===== config.mk =====
export PLATFORM = sky130hd
export DESIGN_NAME = branch_resolver_flat
export DESIGN_NICKNAME = d
export VERILOG_FILES = /design/src/rtl/branch_resolver_if.sv /design/src/rtl/branch_resolver.sv /design/src/flat_wrapper.sv
export SDC_FILE = /design/constraint.sdc
export NUM_CORES = 1
export LEC_CHECK = 0
export ABC_AREA = 1
export BUFFER_PORTS_ARGS = -buffer_cell sky130_fd_sc_hd__buf_2
export CAP_MARGIN = 20
export CORE_ASPECT_RATIO = 0.8
export CORE_UTILIZATION = 53
export DETAILED_ROUTE_END_ITERATION = 6
export GPL_TIMING_DRIVEN = 0
export PLACE_DENSITY = 0.75
export SLEW_MARGIN = 20
export SYNTH_ARGS = -nofsm -noshare
export SYNTH_HDL_FRONTEND = slang
export SYNTH_SLANG_ARGS = --single-unit

===== constraint.sdc =====
create_clock -name clk -period 10.6 [get_ports clk]
set_input_delay 2.65 -clock clk [delete_from_list [all_inputs] [get_ports clk]]
set_output_delay 2.65 -clock clk [all_outputs]
set_load 0.005 [all_outputs]

===== src/rtl/branch_resolver_if.sv =====
// Fetch/EX/predictor-feedback bundle for the branch resolver.
// The slave side is the resolver; the master side drives pushes and resolves.
interface branch_resolver_if #(
  parameter int unsigned CNT_W = 16
);
  logic             pred_push_i;
  logic [31:0]      pred_pc_i;
  logic             pred_taken_i;
  logic [31:0]      pred_target_i;
  logic             stall_i;
  logic             ex_valid_i;
  logic [31:0]      ex_pc_i;
  logic             ex_taken_i;
  logic [31:0]      ex_target_i;
  logic             feedback_valid;
  logic             prediction_correct;
  logic [31:0]      correct_destination;
  logic [31:0]      branch_pc;
  logic             redirect_o;
  logic [31:0]      redirect_pc_o;
  logic             flush_o;
  logic             full_o;
  logic             err_o;
  logic [CNT_W-1:0] branch_cnt_o;
  logic [CNT_W-1:0] mispred_cnt_o;

  modport master (
    output pred_push_i, pred_pc_i, pred_taken_i, pred_target_i, stall_i,
    output ex_valid_i, ex_pc_i, ex_taken_i, ex_target_i,
    input  feedback_valid, prediction_correct, correct_destination, branch_pc,
    input  redirect_o, redirect_pc_o, flush_o, full_o, err_o, branch_cnt_o, mispred_cnt_o
  );

  modport slave (
    input  pred_push_i, pred_pc_i, pred_taken_i, pred_target_i, stall_i,
    input  ex_valid_i, ex_pc_i, ex_taken_i, ex_target_i,
    output feedback_valid, prediction_correct, correct_destination, branch_pc,
    output redirect_o, redirect_pc_o, flush_o, full_o, err_o, branch_cnt_o, mispred_cnt_o
  );
endinterface


===== src/rtl/branch_resolver.sv =====
// EX-stage branch resolver: checks outcomes against an in-order queue of fetch
// predictions, feeds the predictor back and sequences redirect plus flush on a miss.
module branch_resolver #(
  parameter int unsigned DEPTH        = 4,
  parameter int unsigned FLUSH_CYCLES = 2,
  parameter int unsigned CNT_W        = 16
) (
  input logic               clk,
  input logic               rst_n,
  branch_resolver_if.slave  bus
);
  localparam int unsigned PtrW = (DEPTH > 1) ? $clog2(DEPTH) : 1;
  localparam logic [PtrW:0] FullCnt = (PtrW + 1)'(DEPTH);

  typedef enum logic {StIdle, StFlush} state_e;

  logic [31:0]      mem_pc_q    [DEPTH];
  logic             mem_taken_q [DEPTH];
  logic [31:0]      mem_tgt_q   [DEPTH];
  logic [PtrW-1:0]  wr_ptr_q, wr_ptr_d, rd_ptr_q, rd_ptr_d;
  logic [PtrW:0]    count_q, count_d;
  state_e           state_q, state_d;
  logic [2:0]       fcnt_q, fcnt_d;

  logic             fb_valid_q, fb_valid_d, correct_q, correct_d;
  logic [31:0]      dest_q, dest_d, bpc_q, bpc_d, rpc_q, rpc_d;
  logic             redirect_q, redirect_d, err_q, err_d;
  logic [CNT_W-1:0] bcnt_q, bcnt_d, mcnt_q, mcnt_d;

  logic        idle, resolve, empty, full, pc_ok, correct, mispred, pop, push_ok;
  logic [31:0] actual_dest;

  always_comb begin
    idle        = (state_q == StIdle);
    resolve     = idle & bus.ex_valid_i & ~bus.stall_i;
    empty       = (count_q == '0);
    full        = (count_q == FullCnt);
    pc_ok       = ~empty & (mem_pc_q[rd_ptr_q] == bus.ex_pc_i);
    correct     = pc_ok & (mem_taken_q[rd_ptr_q] == bus.ex_taken_i) &
                  (~bus.ex_taken_i | (mem_tgt_q[rd_ptr_q] == bus.ex_target_i));
    mispred     = resolve & ~correct;
    pop         = resolve & ~empty;
    // A push alongside a mispredict is wrong-path and is discarded with the queue.
    push_ok     = idle & bus.pred_push_i & (~full | pop) & ~mispred;
    actual_dest = bus.ex_taken_i ? bus.ex_target_i : bus.ex_pc_i + 32'd4;
  end

  always_comb begin
    wr_ptr_d = wr_ptr_q;
    rd_ptr_d = rd_ptr_q;
    count_d  = count_q;
    if (mispred) begin
      wr_ptr_d = '0;
      rd_ptr_d = '0;
      count_d  = '0;
    end else begin
      if (push_ok) wr_ptr_d = wr_ptr_q + 1'b1;
      if (pop)     rd_ptr_d = rd_ptr_q + 1'b1;
      count_d = count_q + (PtrW + 1)'(push_ok) - (PtrW + 1)'(pop);
    end
  end

  always_comb begin
    state_d = state_q;
    fcnt_d  = fcnt_q;
    unique case (state_q)
      StIdle: begin
        if (mispred) begin
          state_d = StFlush;
          fcnt_d  = 3'(FLUSH_CYCLES - 1);
        end
      end
      StFlush: begin
        if (fcnt_q == '0) state_d = StIdle;
        else              fcnt_d  = fcnt_q - 3'd1;
      end
      default: state_d = StIdle;
    endcase
  end

  always_comb begin
    fb_valid_d = resolve;
    correct_d  = resolve & correct;
    dest_d     = resolve ? actual_dest : dest_q;
    bpc_d      = resolve ? bus.ex_pc_i : bpc_q;
    redirect_d = mispred;
    rpc_d      = mispred ? actual_dest : rpc_q;
    err_d      = err_q | (resolve & ~pc_ok) | (idle & bus.pred_push_i & full & ~pop);
    bcnt_d     = (resolve & ~&bcnt_q) ? bcnt_q + 1'b1 : bcnt_q;
    mcnt_d     = (mispred & ~&mcnt_q) ? mcnt_q + 1'b1 : mcnt_q;
  end

  always_ff @(posedge clk) begin
    if (!rst_n) begin
      wr_ptr_q   <= '0;
      rd_ptr_q   <= '0;
      count_q    <= '0;
      state_q    <= StIdle;
      fcnt_q     <= '0;
      fb_valid_q <= 1'b0;
      correct_q  <= 1'b0;
      dest_q     <= '0;
      bpc_q      <= '0;
      redirect_q <= 1'b0;
      rpc_q      <= '0;
      err_q      <= 1'b0;
      bcnt_q     <= '0;
      mcnt_q     <= '0;
    end else begin
      wr_ptr_q   <= wr_ptr_d;
      rd_ptr_q   <= rd_ptr_d;
      count_q    <= count_d;
      state_q    <= state_d;
      fcnt_q     <= fcnt_d;
      fb_valid_q <= fb_valid_d;
      correct_q  <= correct_d;
      dest_q     <= dest_d;
      bpc_q      <= bpc_d;
      redirect_q <= redirect_d;
      rpc_q      <= rpc_d;
      err_q      <= err_d;
      bcnt_q     <= bcnt_d;
      mcnt_q     <= mcnt_d;
    end
  end

  // Record storage needs no reset; count_q gates every read.
  always_ff @(posedge clk) begin
    if (rst_n && push_ok) begin
      mem_pc_q[wr_ptr_q]    <= bus.pred_pc_i;
      mem_taken_q[wr_ptr_q] <= bus.pred_taken_i;
      mem_tgt_q[wr_ptr_q]   <= bus.pred_target_i;
    end
  end

  assign bus.feedback_valid      = fb_valid_q;
  assign bus.prediction_correct  = correct_q;
  assign bus.correct_destination = dest_q;
  assign bus.branch_pc           = bpc_q;
  assign bus.redirect_o          = redirect_q;
  assign bus.redirect_pc_o       = rpc_q;
  assign bus.flush_o             = (state_q == StFlush);
  assign bus.full_o              = full;
  assign bus.err_o               = err_q;
  assign bus.branch_cnt_o        = bcnt_q;
  assign bus.mispred_cnt_o       = mcnt_q;
endmodule

===== src/flat_wrapper.sv =====
// flat-port wrapper written by rule: the top's interface ports become plain ports
module branch_resolver_flat 
#(
  parameter int unsigned DEPTH        = 4,
  parameter int unsigned FLUSH_CYCLES = 2,
  parameter int unsigned CNT_W        = 16
)
  (clk, rst_n, bus_pred_push_i, bus_pred_pc_i, bus_pred_taken_i, bus_pred_target_i, bus_stall_i, bus_ex_valid_i, bus_ex_pc_i, bus_ex_taken_i, bus_ex_target_i, bus_feedback_valid, bus_prediction_correct, bus_correct_destination, bus_branch_pc, bus_redirect_o, bus_redirect_pc_o, bus_flush_o, bus_full_o, bus_err_o, bus_branch_cnt_o, bus_mispred_cnt_o);
  branch_resolver_if #(.CNT_W(CNT_W)) bus_i ();
  input logic clk;
  input logic rst_n;
  input wire logic [$bits(bus_i.pred_push_i)-1:0] bus_pred_push_i;
  input wire logic [$bits(bus_i.pred_pc_i)-1:0] bus_pred_pc_i;
  input wire logic [$bits(bus_i.pred_taken_i)-1:0] bus_pred_taken_i;
  input wire logic [$bits(bus_i.pred_target_i)-1:0] bus_pred_target_i;
  input wire logic [$bits(bus_i.stall_i)-1:0] bus_stall_i;
  input wire logic [$bits(bus_i.ex_valid_i)-1:0] bus_ex_valid_i;
  input wire logic [$bits(bus_i.ex_pc_i)-1:0] bus_ex_pc_i;
  input wire logic [$bits(bus_i.ex_taken_i)-1:0] bus_ex_taken_i;
  input wire logic [$bits(bus_i.ex_target_i)-1:0] bus_ex_target_i;
  output wire logic [$bits(bus_i.feedback_valid)-1:0] bus_feedback_valid;
  output wire logic [$bits(bus_i.prediction_correct)-1:0] bus_prediction_correct;
  output wire logic [$bits(bus_i.correct_destination)-1:0] bus_correct_destination;
  output wire logic [$bits(bus_i.branch_pc)-1:0] bus_branch_pc;
  output wire logic [$bits(bus_i.redirect_o)-1:0] bus_redirect_o;
  output wire logic [$bits(bus_i.redirect_pc_o)-1:0] bus_redirect_pc_o;
  output wire logic [$bits(bus_i.flush_o)-1:0] bus_flush_o;
  output wire logic [$bits(bus_i.full_o)-1:0] bus_full_o;
  output wire logic [$bits(bus_i.err_o)-1:0] bus_err_o;
  output wire logic [$bits(bus_i.branch_cnt_o)-1:0] bus_branch_cnt_o;
  output wire logic [$bits(bus_i.mispred_cnt_o)-1:0] bus_mispred_cnt_o;
  assign bus_i.pred_push_i = bus_pred_push_i;
  assign bus_i.pred_pc_i = bus_pred_pc_i;
  assign bus_i.pred_taken_i = bus_pred_taken_i;
  assign bus_i.pred_target_i = bus_pred_target_i;
  assign bus_i.stall_i = bus_stall_i;
  assign bus_i.ex_valid_i = bus_ex_valid_i;
  assign bus_i.ex_pc_i = bus_ex_pc_i;
  assign bus_i.ex_taken_i = bus_ex_taken_i;
  assign bus_i.ex_target_i = bus_ex_target_i;
  assign bus_feedback_valid = bus_i.feedback_valid;
  assign bus_prediction_correct = bus_i.prediction_correct;
  assign bus_correct_destination = bus_i.correct_destination;
  assign bus_branch_pc = bus_i.branch_pc;
  assign bus_redirect_o = bus_i.redirect_o;
  assign bus_redirect_pc_o = bus_i.redirect_pc_o;
  assign bus_flush_o = bus_i.flush_o;
  assign bus_full_o = bus_i.full_o;
  assign bus_err_o = bus_i.err_o;
  assign bus_branch_cnt_o = bus_i.branch_cnt_o;
  assign bus_mispred_cnt_o = bus_i.mispred_cnt_o;
  branch_resolver #(.DEPTH(DEPTH), .FLUSH_CYCLES(FLUSH_CYCLES), .CNT_W(CNT_W)) u_core (.clk(clk), .rst_n(rst_n), .bus(bus_i));
endmodule

==> out/metrics.csv <==
metric,value,unit
Reg2Reg Depth,19,
H-tree depth,2,
# resized after CTS,0,
sequential area share after synthesis,0.611,
IO Port Bufs,267,
leak pwr,9.05,nW
die height,165,um
worst vdd ir,0.000136,V
first-pass GRT wire length,80700,um
Worst Hold End,u_core.bus.redirect_pc_o[23]$_SDFFE_PN0P_,
Post-synth EDFFs,260,
Worst-Margin Slew,0.825,ns
Synth Cell Area,17500,sq um
first drt pass iteration count,5,
CORE AREA,32600,sq um
"Avg Cell Area, Syn",9.24,sq um
"Hold-fix buffers, CTS",0,
Layout area overhead,20.4,%
R2R Path End,u_core.mem_pc_q[1][28]$_DFFE_PP_,
"Hold Vio Cnt, Final",0,
cell taking the most area after synthesis,edfxtp_1,
worst-skew pair later-pin latency,0.55,ns
largest net degree at the start of global routing,24,
gpl congestion,0.987,
WL/cell,20.6,um
final global-route overflow total,0,
Hold Crit Start,u_core.bus.redirect_pc_o[23]$_SDFFE_PN0P_,
kind of start point of the critical path,input port,
Mapped Nets,2042,
vias,14946,
Post-synth top cells,"nand2_1 (633), edfxtp_1 (260), nand3_1 (196)",
crit path DAT,6.14,ns
yosys warns,0,
Total Wirelength,55200,um
setup violators final,0,
1st-iter DRT viols,1555,
root buf cell,clkbuf_16,
num ports,269,
layout cell share with drive strength beyond 1,0.179,
clk buf depth,3,
crit path kind,input port to register,
min Tclk post-route,5.89,ns
maximum clock frequency,0.170,GHz
Worst-path clk slew,0.06,ns
register bit total from synthesis,405,
Initial Util,0.538,
max_cap viols,0,
vias per std cell,5.57,
area share of the largest cell type after synthesis,0.446,
Hold Path Class,register to register,
CTS tree,yes,
period utilization,0.556,
"count leader, synth",nand2_1,
Max transition margin,0.444,
FP Rows,59,
unrepaired setup endpoints after global routing,no,
Required @ worst endpoint,10.85,ns
Post-Synthesis Cells,1895,
DRC viols,0,
fillers,2641,
CP max FO,22,
initial antenna violation count,10,
DIE AREA,33800,sq um
GRT Total Usage,0.324,
Worst Clk Skew,0.0166,ns
setup TNS,0,ns
Synth cell types,38,
Final Util,0.648,
status,"finished, final reports clean",
PD cells,175,nW/um^2
critical path capture point type,register,
Synth area leaders,"edfxtp_1 (45%), dfxtp_1 (17%), nand2_1 (14%)",
post-DP HPWL,41200,um
Die W,205,um
Clock Sinks,405,
postcts setup bufs,0,
Hold Path Depth,2,
vias in the first global route,13613,
total CTS buffers,40,
"setup slack, reg-to-reg",6.32,ns
ys flop type,edfxtp_1,
ys async rst share,0,
max-slew violation count,0,
fin nets,2363,
antenna-violating nets left,0,
worst max-delay path by stage:
stage                                        end  cells after the start           start
6_report        u_core.mem_pc_q[1][28]$_DFFE_PP_                     17  bus_ex_taken_i
5_1_grt          u_core.mem_pc_q[1][3]$_DFFE_PP_                     17  bus_ex_taken_i
4_1_cts        u_core.mem_tgt_q[1][12]$_DFFE_PP_                     17  bus_ex_taken_i
3_5_place_dp     u_core.mem_pc_q[1][3]$_DFFE_PP_                     17  bus_ex_taken_i
3_3_place_gp     u_core.mem_pc_q[1][3]$_DFFE_PP_                     15  bus_ex_taken_i
2_1_floorplan    u_core.mem_pc_q[0][0]$_DFFE_PP_                     15  bus_ex_taken_i
cell type report:
cell class,count,area (sq um),area share
clock buffers,49,1080,0.0510
plain buffers,86,448,0.0212
repair buffers,279,1600,0.0761
well taps,427,534,0.0253
diodes,10,25.0,0.00119
clock inverters,25,305,0.0145
flip-flops and latches,405,10700,0.508
inverters,133,503,0.0238
multi-input cells,1271,5880,0.279
critical path: stages:
cell,delay [ns]
clkbuf_1,0.54
nand3_1,0.18
nor2_1,0.13
nand2_1,0.07
nor2_1,0.09
nand2_1,0.06
nor2_1,0.28
nand3_1,0.16
nand2_1,0.14
nand2_4,0.14
nand2_4,0.15
nand2_1,0.12
inv_1,0.11
nand2_1,0.22
nor2_4,0.57
buf_16,0.25
buf_12,0.20
layer usage:
layer  global-route usage  vias to the layer above  routed length [um]
li1                     -                     6984                   -
met4                0.123                        2                1840
met5                    0                        -                  13
met3               0.0541                      121                5450
met1                0.455                     7032               23000
met2                0.504                      807               24900
flip-flops by register name, indices dropped and copies added, names as in the netlist, 2 cells and up, named ones only:
signal	cells
u_core.mem_taken_q	4
u_core.bus.redirect_pc_o	32
u_core.bus.correct_destination	32
u_core.mem_tgt_q	128
u_core.bus.branch_pc	32
u_core.wr_ptr_q	2
u_core.count_q	3
u_core.mem_pc_q	128
u_core.rd_ptr_q	2
u_core.bus.branch_cnt_o	16
u_core.bus.mispred_cnt_o	16
u_core.fcnt_q	3
per-stage QoR:
| step | setup slack [ns] | std cells | total power, mW | instance area (sq um) | hold WS, ns |
|---|---|---|---|---|---|
| finish | 4.71 | 2685 | 3.69 | 21100 | 0.445 |
| global route | 4.58 | 2682 | 3.80 | 21100 | 0.467 |
| floorplan | 3.43 | 1895 | 2.01 | 17500 | 0.441 |
| detailed placement | 4.21 | 2601 | 2.20 | 19700 | 0.435 |
| CTS | 4.77 | 2675 | 3.68 | 21100 | 0.449 |
| global placement | 0.182 | 2589 | 2.19 | 19400 | 0.425 |
power by group:
| group | internal (mW) | total, mW | switching (mW) |
|---|---|---|---|
| Combinational | 0.138 | 0.420 | 0.282 |
| Sequential | 1.73 | 1.76 | 0.0265 |
| Clock | 0.896 | 1.50 | 0.607 |
cell families after synthesis:
logic type / after synthesis / synth area share
XOR/XNOR: 41 / 0.0205
adder cells (fa/ha/maj): 12 / 0.00900
AO/OA/AOI/OAI: 222 / 0.0681
flip-flops: 405 / 0.611
AND/OR/NAND/NOR: 996 / 0.237
buffers and inverters: 219 / 0.0543
placed cells by master (no fill, tap or decap), drive strengths merged, types with 2 or more instances in the layout:
| cell type | count |
|---|---|
| nand4 | 24 |
| bufinv | 7 |
| o22ai | 4 |
| edfxtp | 260 |
| nor2 | 105 |
| o21ai | 111 |
| nand3 | 197 |
| o21a | 3 |
| nor4 | 4 |
| nor3 | 21 |
| nor3b | 4 |
| dfxtp | 145 |
| o21bai | 20 |
| inv | 135 |
| clkinv | 15 |
| nand3b | 3 |
| nand2 | 637 |
| diode | 10 |
| clkbuf | 84 |
| ha | 11 |
| o211ai | 4 |
| xnor2 | 13 |
| a21oi | 76 |
| xor2 | 28 |
| buf | 330 |
| a31oi | 2 |
Power figures use the tool's default switching activity.
